$ cat src/rtl/maxnet_iter_ctrl.sv
// MaxNet iteration controller.
// Sequences one activation load followed by inhibition updates until at most
// one neuron is still nonzero or the iteration budget runs out, then reports
// the winner, the number of updates issued and whether the run timed out.
module maxnet_iter_ctrl #(
    parameter int NUM_NEURONS = 4,
    parameter int IDX_W       = 2,
    parameter int MAX_ITER    = 64,
    parameter int ITER_W      = 7
) (
    input  logic                   clk,
    input  logic                   rst_n,
    input  logic                   start,
    input  logic [NUM_NEURONS-1:0] nz_flags,
    output logic                   busy,
    output logic                   load_en,
    output logic                   update_en,
    output logic                   done,
    output logic                   winner_valid,
    output logic [IDX_W-1:0]       winner_idx,
    output logic [ITER_W-1:0]      iter_count,
    output logic                   timeout
);

    localparam int CNT_W = $clog2(NUM_NEURONS + 1);

    typedef enum logic [2:0] {
        S_IDLE,
        S_LOAD,
        S_CHECK,
        S_UPDATE,
        S_WAIT,
        S_DONE
    } state_t;

    state_t             r_state;
    state_t             w_next;
    logic [ITER_W-1:0]  r_iter;
    logic               r_winner_valid;
    logic [IDX_W-1:0]   r_winner_idx;
    logic               r_timeout;
    logic [CNT_W-1:0]   w_count;
    logic               w_at_limit;
    logic               w_accept;

    // Number of neurons whose activation is still nonzero.
    function automatic logic [CNT_W-1:0] popcount(input logic [NUM_NEURONS-1:0] f);
        logic [CNT_W-1:0] c;
        c = '0;
        for (int i = 0; i < NUM_NEURONS; i++) begin
            c = c + CNT_W'(f[i]);
        end
        return c;
    endfunction

    // Index of the lowest set bit; only meaningful when exactly one bit is set.
    function automatic logic [IDX_W-1:0] lowest_set(input logic [NUM_NEURONS-1:0] f);
        logic [IDX_W-1:0] idx;
        idx = '0;
        for (int i = NUM_NEURONS - 1; i >= 0; i--) begin
            if (f[i]) begin
                idx = IDX_W'(i);
            end
        end
        return idx;
    endfunction

    assign w_count    = popcount(nz_flags);
    assign w_at_limit = (r_iter == ITER_W'(MAX_ITER));
    assign w_accept   = (r_state == S_IDLE) && start;

    // State register; reset drops straight back to IDLE, even mid-run.
    always_ff @(posedge clk or negedge rst_n) begin
        if (!rst_n) begin
            r_state <= S_IDLE;
        end else begin
            r_state <= w_next;
        end
    end

    // Next-state decode and strobes, which are pure functions of the state.
    always_comb begin
        w_next    = r_state;
        busy      = 1'b1;
        load_en   = 1'b0;
        update_en = 1'b0;
        done      = 1'b0;
        case (r_state)
            S_IDLE: begin
                busy = 1'b0;
                if (start) begin
                    w_next = S_LOAD;
                end
            end
            S_LOAD: begin
                load_en = 1'b1;
                w_next  = S_CHECK;
            end
            S_CHECK: begin
                if ((w_count <= CNT_W'(1)) || w_at_limit) begin
                    w_next = S_DONE;
                end else begin
                    w_next = S_UPDATE;
                end
            end
            S_UPDATE: begin
                update_en = 1'b1;
                w_next    = S_WAIT;
            end
            S_WAIT: begin
                w_next = S_CHECK;
            end
            S_DONE: begin
                done   = 1'b1;
                w_next = S_IDLE;
            end
            default: begin
                w_next = S_IDLE;
            end
        endcase
    end

    // Iteration counter and result registers; results hold until the next accepted start.
    always_ff @(posedge clk or negedge rst_n) begin
        if (!rst_n) begin
            r_iter         <= '0;
            r_winner_valid <= 1'b0;
            r_winner_idx   <= '0;
            r_timeout      <= 1'b0;
        end else if (w_accept) begin
            r_iter         <= '0;
            r_winner_valid <= 1'b0;
            r_winner_idx   <= '0;
            r_timeout      <= 1'b0;
        end else if (r_state == S_UPDATE) begin
            // Saturate rather than wrap; CHECK never lets us get here at the limit.
            if (!w_at_limit) begin
                r_iter <= r_iter + 1'b1;
            end
        end else if (r_state == S_CHECK) begin
            if (w_count == '0) begin
                r_winner_valid <= 1'b0;
                r_winner_idx   <= '0;
                r_timeout      <= 1'b0;
            end else if (w_count == CNT_W'(1)) begin
                r_winner_valid <= 1'b1;
                r_winner_idx   <= lowest_set(nz_flags);
                r_timeout      <= 1'b0;
            end else if (w_at_limit) begin
                r_winner_valid <= 1'b0;
                r_winner_idx   <= '0;
                r_timeout      <= 1'b1;
            end
        end
    end

    assign winner_valid = r_winner_valid;
    assign winner_idx   = r_winner_idx;
    assign iter_count   = r_iter;
    assign timeout      = r_timeout;

endmodule

$ cat config.mk
export PLATFORM = sky130hd
export DESIGN_NAME = maxnet_iter_ctrl
export DESIGN_NICKNAME = d
export VERILOG_FILES = /design/src/rtl/maxnet_iter_ctrl.sv
export SDC_FILE = /design/constraint.sdc
export NUM_CORES = 1
export LEC_CHECK = 0
export CORE_UTILIZATION = 39
export CTS_BUF_LIST = sky130_fd_sc_hd__clkbuf_8
export DETAILED_ROUTE_END_ITERATION = 7
export GPL_ROUTABILITY_DRIVEN = 1
export PLACE_DENSITY = 0.66
export SETUP_SLACK_MARGIN = 0.02
export SYNTH_ARGS = -nofsm -noshare
export SYNTH_HDL_FRONTEND = slang
export SYNTH_SLANG_ARGS = --single-unit
$ cat constraint.sdc
create_clock -name clk -period 3.51 [get_ports clk]
set_input_delay 0.351 -clock clk [delete_from_list [all_inputs] [get_ports clk]]
set_output_delay 0.351 -clock clk [all_outputs]
set_load 0.1 [all_outputs]
=== Word level (Yosys, flattened, before mapping) ===
Cells that the tools add are included.

* Register bits: 14
* Input bits: 7
* Output and inout bits: 15
* Word-level logic and storage cells: 62

* Add/subtract/negate cells: 4
* $lt $le $gt $ge: 1
* Eq/ne operators: 10
* Multiplexer cells: 32
* Reduce and logical (&&, ||, !) cells: 10

{| class="wikitable"
|+ Operators by type and width
! kind !! number
|-
| 2-to-1 mux 7 bit || 3
|-
| 2-to-1 mux 2 bit || 10
|-
| 2-to-1 mux 1 bit || 16
|-
| case mux 3 bit (4 select lines) || 1
|-
| adder 7 x 1 -> 7 bit (second input constant) || 1
|-
| == test 7 bit (second input constant) || 1
|-
| == test 3 x 1 -> 1 bit (second input constant) || 2
|-
| == test 3 x 2 -> 1 bit (second input constant) || 2
|-
| == test 3 bit (second input constant) || 2
|-
| logical NOT 3 bit || 2
|-
| 2-to-1 mux 3 bit || 2
|-
| != test 2 bit (second input constant) || 2
|-
| nonzero test 2 bit || 2
|-
| nonzero test 4 bit || 1
|-
| adder 2 x 1 -> 3 bit || 1
|-
| adder 3 x 1 -> 3 bit || 1
|-
| <= comparator 3 x 1 -> 1 bit (second input constant) || 1
|-
| AND reduction 3 bit || 1
|-
| adder 1 x 1 -> 2 bit || 1
|-
| != test 2 x 1 -> 1 bit (second input constant) || 1
|-
| AND reduction 2 bit || 1
|-
| OR reduction 2 bit || 1
|-
| logical AND 1 bit || 1
|-
| logical OR 1 bit || 1
|}

=== Logic depth before layout (Yosys ltp) ===
Gate-level depths: netlist (run 1).

* Depth in word-level cells: 9
* Gate-level depth with buffers: 9
* Gate-level depth less buffers: 9

=== Least setup slack after synthesis (run 1) ===
OpenSTA, ideal clock, no wires.

* Path type: register to output
* Start point: reg r_state[2]
* End point: out load_en
* Arrival time: 2.697 ns
* Data required time: 3.159 ns
* Path slack: 0.462 ns
* Cell stages (with the launch flop): 3
* Buffers on the path: 1
* Cells stage by stage: dfrtp_1 > buf_4 > nor3b_1

* Longest elaborated chain between the ends: 2

{| class="wikitable"
|+ RTL lines
! element !! line !! RTL
|-
| from (decl) || 36 || <nowiki>state_t r_state;</nowiki>
|-
| from (signal assigned) || 77 || <nowiki>r_state <= w_next;</nowiki>
|-
| == test 3 x 1 -> 1 bit || 88 || <nowiki>case (r_state)</nowiki>
|-
| 2-to-1 mux 1 bit || 88 ||
|-
| to (decl) || 16 || <nowiki>output logic load_en,</nowiki>
|}

Every way passes these cells.

=== Final worst setup path (run 1) ===
* Start point: in nz_flags[0]
* End point: reg r_winner_idx[1], in the netlist winner_idx[1]

* Longest elaborated chain between the ends: 9
* Elaborated cells between the ends (all ways): 13
* Those cells by class: add/sub: 3; eq/ne: 1; mux: 6; reduce/logical: 3

{| class="wikitable"
|+ RTL lines
! element !! line !! RTL
|-
| from (decl) || 14 || <nowiki>input logic [NUM_NEURONS-1:0] nz_flags,</nowiki>
|-
| adder 1 x 1 -> 2 bit || 51 || <nowiki>c = c + CNT_W'(f[i]);</nowiki>
|-
| adder 2 x 1 -> 3 bit || 51 ||
|-
| adder 3 x 1 -> 3 bit || 51 ||
|-
| == test 3 x 1 -> 1 bit || 145 || <nowiki>end else if (w_count == CNT_W'(1)) begin</nowiki>
|-
| 2-to-1 mux 2 bit || 145 ||
|-
| 2-to-1 mux 2 bit || 141 || <nowiki>if (w_count == '0) begin</nowiki>
|-
| 2-to-1 mux 2 bit || 140 || <nowiki>end else if (r_state == S_CHECK) begin</nowiki>
|-
| 2-to-1 mux 2 bit || 135 || <nowiki>end else if (r_state == S_UPDATE) begin</nowiki>
|-
| 2-to-1 mux 2 bit || 130 || <nowiki>end else if (w_accept) begin</nowiki>
|-
| to (signal assigned) || 147 || <nowiki>r_winner_idx <= lowest_set(nz_flags);</nowiki>
|-
| to (decl) || 40 || <nowiki>logic [IDX_W-1:0] r_winner_idx;</nowiki>
|}

Several ways; a longest one is shown, not always the timed one. The select of a mux whose other input is x is not followed.
A chain may end at the register's enable or synchronous reset.

==> impl_metrics.py, run 1 <==
metrics = {
    "floorplanning": {
        "coreArea_um2": 2040,
        "die_area_um2": 2470,
        "row_count": 16,
        "die_y_um": 49.7,
        "start_util_pct": 43.4,
        "die_x_um": 49.7,
        "ios": 22,
    },
    "setup_path": {
        "rr_worst_depth": 6,
        "cp_num_buf_inv": 4,
        "crit_start": "nz_flags[0]",
        "cp_cell_sequence": "clkdlybuf4s50_1 -> inv_1 -> fa_1 -> inv_1 -> ha_1 -> inv_1 -> ha_1 -> or4b_4 -> nor4_2 -> mux2_2",
        "cp-start-kind": "primary input",
        "worstPathArrival_ps": 2940,
        "critPathMaxStageDelay_ps": 560,
        "path_depth": 10,
        "crit_path_end_kind": "flop",
        "crit_path_top_delay_cell": "or4b_4",
        "r2r-end": "winner_idx[0]",
        "crit_top_cell": "inv_1",
        "crit_end": "winner_idx[1]",
        "path_class": "in -> reg",
        "cp_max_fo": 3,
        "crit_family": "adder cells",
        "critPathRequiredTime_ps": 3690,
        "crit-reg2reg-launch": "iter_count[0]",
        "regToRegSetupSlack_ps": 1760,
    },
    "route": {
        "route.detailed.drc": 0,
        "drtAntennaViolNets": 0,
        "first_pass_iters": 4,
        "wirelength_um": 1600,
        "wl_per_cell_um": 12.0,
        "drt_iter0_drc": 2,
        "vias": 638,
        "viasPerCell": 4.80,
    },
    "clocking": {
        "clk_latency_ps": 240,
        "clk_path_buf_depth": 2,
        "cts_hold_buf": 0,
        "clk_pin_slew_ps": 60,
        "postCtsSetupBuffers": 0,
        "numCtsBuffers": 3,
        "ctsResizeCount": 0,
        "cts_tree": "done",
        "cts_root_buffer": "clkbuf_8",
        "htreeDepth": 1,
        "clock_sinks": 14,
    },
    "yosys": {
        "synthesis.area_um2": 887,
        "synth_seq_area_share_pct": 39.5,
        "synth_area_per_cell_um2": 10.4,
        "syn-num-nets": 99,
        "ys_warn_count": 0,
        "synth_cells": 85,
        "ys_ff_latch": 14,
        "synth_cell_type_count": 32,
    },
    "place": {
        "dp.cells": 129,
        "gp_congestion": 0.808,
        "io_buffers": 21,
        "hpwl_um": 1250,
        "place_area_um2": 1090,
    },
    "sta": {
        "hold_viol": 0,
        "slew_violations": 0,
        "clock_skew_ps": 1.41,
        "fin_setup_tns_ps": 0,
        "max_slew.worst_pin.slew_ps": 969,
        "rsz0062_at_grt": "no",
        "fin_crit_ps": 2760,
        "slew_headroom_pct": 35.2,
        "max_freq_mhz": 363,
        "setup_viol": 0,
        "post-route-period-util_pct": 78.6,
    },
    "final_layout": {
        "nets": 121,
        "utilization_pct": 56.3,
        "antennaDiodeCount": 0,
        "synthToLayoutAreaGrowth_pct": 29.5,
        "layout_common_cells": "20 x clkdlybuf4s50_1, 14 x dfrtp_1, 10 x nor2_1, 9 x inv_1, 6 x ha_1",
        "drive_above_1_share_pct": 15.1,
        "final_common_cell": "clkdlybuf4s50_1",
        "fin_area_um2": 1150,
        "stdcell_count": 133,
    },
    "hold_path": {
        "min_path_type": "in -> async",
    },
    "power_and_ir_drop": {
        "ir_drop_v": 0.000502,
        "totalPowerFinal_mw": 0.994,
        "pwr_density_cell_nw_per_um2": 866,
        "p_leak_nw": 0.507,
    },
    "global_route": {
        "grt_pass1_vias": 642,
        "grt_max_degree": 15,
        "antenna_found_initial": 0,
        "track_usage_pct": 14.8,
        "grt_pass1_wl_um": 2770,
        "grt-ovfl-total": 0,
    },
    "run_status": {
        "status": "finished, final reports clean",
    },
    "job": {
        "cap_violations": 0,
    },
}
==> synthesized netlist by cell type <==
library cell   n  area [µm²]
dfrtp_1       14         350
nor2_1        10        37.5
inv_1          9        33.8
ha_1           6        75.1
nand2_1        4        15.0
xnor2_1        4        35.0
a21oi_1        3        15.0
nand4_1        3        18.8
and3b_2        2        20.0
buf_6          2        22.5
mux2_2         2        22.5
mux2i_1        2        20.0
nor3_1         2        10.0
nor3b_1        2        15.0
o21a_1         2        15.0
xor2_1         2        17.5
a21boi_2       1        11.3
and2_4         1        8.76
and4bb_1       1        12.5
buf_2          1        5.00
buf_4          1        7.51
fa_1           1        20.0
nand2b_1       1        6.26
nor4_1         1        6.26
nor4_2         1        12.5
nor4b_4        1        23.8
o21ai_0        1        5.00
o32ai_1        1        8.76
or2b_2         1        8.76
or3_1          1        6.26
or3_2          1        7.51
or4b_4         1        13.8
==> worst register-to-register path, cell delays in order (launching register included) <==
cell and delay [ps]:
dfrtp_1 430, inv_1 100, ha_1 140, and4bb_1 220, and2_4 180, o21a_1 210
mux2_2 350
==> through the flow <==
step                      setup slack [ps]  hold WS (ps)
after floorplan                        462          55.4
after global placement                 537           496
after detailed placement               462           496
after CTS                              728           514
after global routing                   649           533
final                                  753           500
==> flip-flops by register name, summed over array words and instances (netlist names) <==
register / cells
iter_count: 7
r_state: 3
timeout: 1
winner_idx: 2
winner_valid: 1
==> cells by family (layout without fill, tap and decap cells) <==
logic type / after synthesis / after routing / share of synthesized area (%)
fa+ha+maj: 7 / 7 / 10.7
buf+inv: 13 / 34 / 7.76
compound gates: 8 / 8 / 6.20
simple gates: 33 / 33 / 25.1
mux: 4 / 4 / 4.80
flops: 14 / 14 / 39.5
xor+xnor: 6 / 6 / 5.92
==> worst min path at each step <==
stage | cells past startpoint | start | endpoint | slack [ps]
6_report | 1 | rst_n | iter_count[1] | 500
5_1_grt | 1 | winner_idx[0] | winner_idx[0] | 530
4_1_cts | 1 | rst_n | iter_count[1] | 510
3_5_place_dp | 1 | winner_idx[1] | winner_idx[1] | 500
3_3_place_gp | 1 | winner_idx[0] | winner_idx[0] | 500
2_1_floorplan | 0 | rst_n | iter_count[0] | 60
==> cell type report <==
class | instances | area (µm²)
Clock buffer | 4 | 55.1
Fill cell | 208 | 893
Multi-Input combinational cell | 58 | 468
Inverter | 9 | 33.8
Sequential cell | 14 | 350
Timing Repair Buffer | 21 | 208
Tap cell | 27 | 33.8
==> per-layer routing <==
metal	vias to the layer above	part of all wire [%]	global-route usage, %	wire [µm]
met1	296	47	18.6	752
li1	330	-	-	-
met5	-	0	0	0
met4	0	0	3.33	0
met2	12	50	23.9	791
met3	0	3.3	5.86	53
==> where the power goes <==
part           leakage (nW)  switching (mW)  internal [mW]
logic                 0.289           0.409          0.168
clock network        0.0288          0.0543         0.0992
registers             0.189          0.0644          0.199
No activity file was read; power rests on OpenSTA's default activity.
==> inputs of run 2 (changes only) <==
--- a/config.mk
+++ b/config.mk
@@ -9,7 +9,7 @@
 export CTS_BUF_LIST = sky130_fd_sc_hd__clkbuf_8
 export DETAILED_ROUTE_END_ITERATION = 7
 export GPL_ROUTABILITY_DRIVEN = 1
-export PLACE_DENSITY = 0.66
+export PLACE_DENSITY = 0.68
 export SETUP_SLACK_MARGIN = 0.02
 export SYNTH_ARGS = -nofsm -noshare
 export SYNTH_HDL_FRONTEND = slang
==> constraint.sdc (replaced) <==
create_clock -name clk -period 2.5 [get_ports clk]
set_input_delay 0.25 -clock clk [delete_from_list [all_inputs] [get_ports clk]]
set_output_delay 0.25 -clock clk [all_outputs]
set_load 0.1 [all_outputs]
==> impl_metrics.py, run 2 (synthesis results as in run 1) <==
metrics = {
    "setup_path": {
        "path_class": "in -> reg",
        "cp_max_fo": 3,
        "cp-start-kind": "primary input",
        "worstPathArrival_ps": 2530,
        "critPathRequiredTime_ps": 2680,
        "crit_path_end_kind": "flop",
    },
    "final_layout": {
        "nets": 126,
        "multiInputGateArea_um2": 479,
        "drive_above_1_share_pct": 33.6,
        "layout_common_cells": "20 x buf_4, 14 x dfrtp_1, 10 x nor2_1, 8 x inv_1, 5 x ha_1",
        "utilization_pct": 56.1,
        "stdcell_count": 137,
        "synthToLayoutAreaGrowth_pct": 29.1,
        "largest_reg_flops": 7,
        "final_common_cell": "buf_4",
        "seq_area_um2": 350,
        "fin_area_um2": 1140,
        "nFillCells": 209,
        "antennaDiodeCount": 0,
    },
    "sta": {
        "rsz0062_at_grt": "no",
        "setup_viol": 0,
        "hold_ws_ps": 392,
        "slew_violations": 0,
        "fin_crit_ps": 2350,
        "max_slew.worst_pin.slew_ps": 605,
        "hold_viol": 0,
        "slew_headroom_pct": 59.6,
        "clock_skew_ps": 5.15,
        "max_freq_mhz": 425,
        "post-route-period-util_pct": 94.1,
    },
    "power_and_ir_drop": {
        "p_clk_share_pct": 12.9,
        "p_leak_nw": 0.555,
        "pwr_density_cell_nw_per_um2": 1190,
        "p_sw_share_pct": 54.5,
        "combPwrFrac_pct": 59.7,
        "p_int_mw": 0.619,
        "p_seq_share_pct": 27.4,
        "totalPowerFinal_mw": 1.36,
        "ir_drop_v": 0.000755,
        "p_switching_mw": 0.741,
    },
    "global_route": {
        "grt_max_degree": 15,
        "track_usage_pct": 14.6,
        "antenna_found_initial": 0,
        "grt_pass1_vias": 608,
        "grt-ovfl-total": 0,
        "grt_pass1_wl_um": 2660,
    },
    "clocking": {
        "clk_latency_ps": 240,
        "clock_sinks": 14,
        "htreeDepth": 1,
        "cts_hold_buf": 0,
        "postCtsSetupBuffers": 0,
        "cts_root_buffer": "clkbuf_8",
        "clk_path_buf_depth": 2,
        "numCtsBuffers": 3,
        "cts_tree": "done",
        "clk_pin_slew_ps": 50,
    },
    "route": {
        "wirelength_um": 1620,
        "drtAntennaViolNets": 0,
        "wl_per_cell_um": 11.8,
        "route.detailed.drc": 0,
        "first_pass_iters": 4,
        "drt_iter0_drc": 7,
        "viasPerCell": 4.67,
        "vias": 640,
    },
    "floorplanning": {
        "ios": 22,
        "start_util_pct": 43.4,
        "coreArea_um2": 2040,
        "die_area_um2": 2470,
        "row_count": 16,
        "die_x_um": 49.7,
        "die_y_um": 49.7,
    },
    "place": {
        "gp_congestion": 0.777,
        "hpwl_um": 1260,
        "dp.cells": 134,
        "io_buffers": 21,
        "place_area_um2": 1100,
    },
    "hold_path": {
        "min_path_type": "in -> async",
    },
    "run_status": {
        "status": "finished, final reports clean",
    },
    "job": {
        "cap_violations": 0,
    },
}
run 2: final cells by class:
cell class / count / share of cell area [%]
well taps: 27 / 2.95
flip-flops and latches: 14 / 30.6
inverters: 9 / 2.95
clock buffers: 3 / 3.61
repair buffers: 26 / 18.0
multi-input cells: 58 / 41.9
run 2: metrics by stage:
stage	setup TNS (ps)	worst slack, ps
finish	0	148
global route	0	56.4
CTS	0	153
detailed placement	-866	-377
global placement	-707	-306
floorplan	0	202
run 2: repair_timing:
action / 4_1_cts / 5_1_grt
endpoints found under the setup margin: 2 / 0
hold endpoints to repair: 0 / 0
resized for setup: 6 / 0
run 2: final timing paths:
path / from / endpoint / slack [ps] / depth (start not counted)
worst max-delay path: nz_flags[0] / winner_idx[1] / 150 / 10
worst min-delay path: rst_n / iter_count[2] / 390 / 1
worst max register to register: r_state[1] / winner_idx[1] / 700 / 5
worst min register to register: winner_idx[1] / winner_idx[1] / 520 / 1
max in group asynchronous: rst_n / winner_valid / 1710 / 1
min in group clk: winner_idx[1] / winner_idx[1] / 520 / 1
run 2: metal layers:
layer	vias to the layer above	track usage [%]	part of all wire, %	wire, µm
li1	336	-	-	-
met1	294	18.4	48	778
met2	10	23.6	48	781
met5	-	0	0	0
met4	0	2.86	0	0
met3	0	5.56	3.6	58
run 2: worst max-delay path, stage by stage:
cell and delay (ps):
dlygate4sd2_1 220, inv_1 60, fa_1 530, inv_1 40, ha_2 160, inv_1 70, ha_1 220, or4b_4 540
nor4_2 260, mux2_4 180
run 2: power groups by stage:
stage          clock network, mW  registers (mW)  logic (mW)
3_5_place_dp                   0           0.375       0.814
3_3_place_gp                   0           0.372       0.813
6_report                   0.176           0.372       0.813
4_1_cts                    0.183           0.372       0.819
5_1_grt                    0.197           0.385       0.855
2_1_floorplan                  0           0.528       0.530
==> inputs of run 3 (changes only) <==
--- a/config.mk
+++ b/config.mk
@@ -5,11 +5,11 @@
 export SDC_FILE = /design/constraint.sdc
 export NUM_CORES = 1
 export LEC_CHECK = 0
-export CORE_UTILIZATION = 39
-export CTS_BUF_LIST = sky130_fd_sc_hd__clkbuf_8
+export CORE_UTILIZATION = 45
+export CTS_BUF_LIST = sky130_fd_sc_hd__clkbuf_4
 export DETAILED_ROUTE_END_ITERATION = 7
 export GPL_ROUTABILITY_DRIVEN = 1
-export PLACE_DENSITY = 0.68
+export PLACE_DENSITY = 0.77
 export SETUP_SLACK_MARGIN = 0.02
 export SYNTH_ARGS = -nofsm -noshare
 export SYNTH_HDL_FRONTEND = slang
==> impl_metrics.py, run 3 (synthesis results as in run 1) <==
metrics = {
    "run_status": {
        "status": "finished, final reports clean",
    },
    "final_layout": {
        "stdcell_count": 136,
        "nFillCells": 146,
        "nets": 126,
        "layout_common_cells": "20 x buf_4, 14 x dfrtp_1, 10 x nor2_1, 8 x inv_1, 5 x ha_1",
        "drive_above_1_share_pct": 33.3,
        "antennaDiodeCount": 0,
        "utilization_pct": 63.2,
        "final_common_cell": "buf_4",
        "seq_area_um2": 350,
        "synthToLayoutAreaGrowth_pct": 27.1,
        "largest_reg_flops": 7,
        "multiInputGateArea_um2": 479,
    },
    "sta": {
        "clock_skew_ps": 2.90,
        "rsz0062_at_grt": "no",
        "post-route-period-util_pct": 92.5,
        "slew_violations": 0,
        "slew_headroom_pct": 59.0,
        "setup_slack_ps": 188,
        "fin_crit_ps": 2310,
        "hold_viol": 0,
        "fin_setup_tns_ps": 0,
        "max_slew.worst_pin.slew_ps": 613,
        "hold_ws_ps": 336,
        "setup_viol": 0,
        "max_freq_mhz": 432,
    },
    "global_route": {
        "antenna_found_initial": 0,
        "grt_max_degree": 15,
        "grt-ovfl-total": 0,
        "track_usage_pct": 18.3,
        "grt_pass1_vias": 588,
        "grt_pass1_wl_um": 2670,
    },
    "setup_path": {
        "r2r-end": "winner_idx[1]",
        "crit_path_end_kind": "flop",
        "critPathMaxStageDelay_ps": 530,
        "critPathRequiredTime_ps": 2730,
        "cp_num_buf_inv": 4,
        "crit-reg2reg-launch": "r_state[1]",
        "cp_max_fo": 3,
        "crit_start": "nz_flags[0]",
        "crit_family": "adder cells",
        "regToRegSetupSlack_ps": 690,
        "rr_worst_depth": 5,
        "crit_top_cell": "inv_1",
        "worstPathArrival_ps": 2550,
        "cp-start-kind": "primary input",
        "cp_cell_sequence": "dlygate4sd2_1 -> inv_1 -> fa_1 -> inv_1 -> ha_2 -> inv_1 -> ha_1 -> or4b_4 -> nor4_2 -> mux2_4",
        "path_class": "in -> reg",
        "crit_path_top_delay_cell": "fa_1",
    },
    "power_and_ir_drop": {
        "p_clk_share_pct": 10.4,
        "p_int_mw": 0.570,
        "ir_drop_v": 0.000844,
        "p_leak_nw": 0.549,
        "p_sw_share_pct": 56.9,
        "p_switching_mw": 0.751,
        "combPwrFrac_pct": 61.6,
        "p_seq_share_pct": 28.0,
        "pwr_density_cell_nw_per_um2": 1170,
    },
    "place": {
        "place_ws_ps": -390,
        "io_buffers": 21,
        "dp.cells": 132,
        "hpwl_um": 1240,
        "gp_congestion": 0.758,
    },
    "route": {
        "viasPerCell": 4.91,
        "vias": 668,
        "drt_iter0_drc": 5,
        "first_pass_iters": 4,
        "wirelength_um": 1630,
        "wl_per_cell_um": 12.0,
        "drtAntennaViolNets": 0,
        "route.detailed.drc": 0,
    },
    "clocking": {
        "clk_latency_ps": 290,
        "clock_sinks": 14,
        "cts_hold_buf": 0,
        "cts_tree": "done",
        "postCtsSetupBuffers": 0,
        "cts_root_buffer": "clkbuf_4",
        "ctsResizeCount": 6,
        "htreeDepth": 1,
        "clk_path_buf_depth": 2,
        "clk_pin_slew_ps": 90,
        "numCtsBuffers": 3,
    },
    "hold_path": {
        "min_path_type": "in -> async",
    },
    "floorplanning": {
        "ios": 22,
        "die_area_um2": 2150,
        "die_y_um": 46.4,
        "start_util_pct": 49.8,
        "die_x_um": 46.4,
        "row_count": 15,
        "coreArea_um2": 1780,
    },
    "job": {
        "cap_violations": 0,
    },
}
run 3: area by class of cell:
cell class | count | share of cell area [%]
well taps | 25 | 2.77
inverters | 9 | 3.00
clock buffers | 3 | 2.00
flip-flops and latches | 14 | 31.1
repair buffers | 26 | 18.3
multi-input cells | 58 | 42.5
clock inverters | 1 | 0.333
run 3: metrics by stage:
step / instance area (µm²) / power, mW
after global placement: 1100 / 1.18
after detailed placement: 1100 / 1.19
final: 1130 / 1.32
after CTS: 1130 / 1.33
after global routing: 1130 / 1.39
after floorplan: 892 / 1.06
run 3: power groups by stage:
stage          Clock [mW]  Combinational [mW]  Sequential [mW]
3_5_place_dp            0               0.813            0.375
2_1_floorplan           0               0.530            0.528
6_report            0.138               0.814            0.370
3_3_place_gp            0               0.810            0.371
4_1_cts             0.145               0.819            0.370
5_1_grt             0.153               0.859            0.381
run 3: worst max-delay path by stage:
stage                    endpoint  slack (ps)  cells past startpoint
finish              winner_idx[1]         190                     10
global route        winner_idx[1]          90                     10
CTS                 winner_idx[1]         190                     10
detailed placement  winner_idx[1]        -390                     10
global placement    winner_idx[0]        -300                     10
floorplan           winner_idx[0]         200                      6
run 3: metal layers:
metal  vias to the layer above  GRT usage (%)  wire (µm)
met5                         -              0          0
met3                         3           3.53         71
li1                        339              -          -
met2                        14           24.7        750
met1                       312           26.5        782
met4                         0           10.6         28
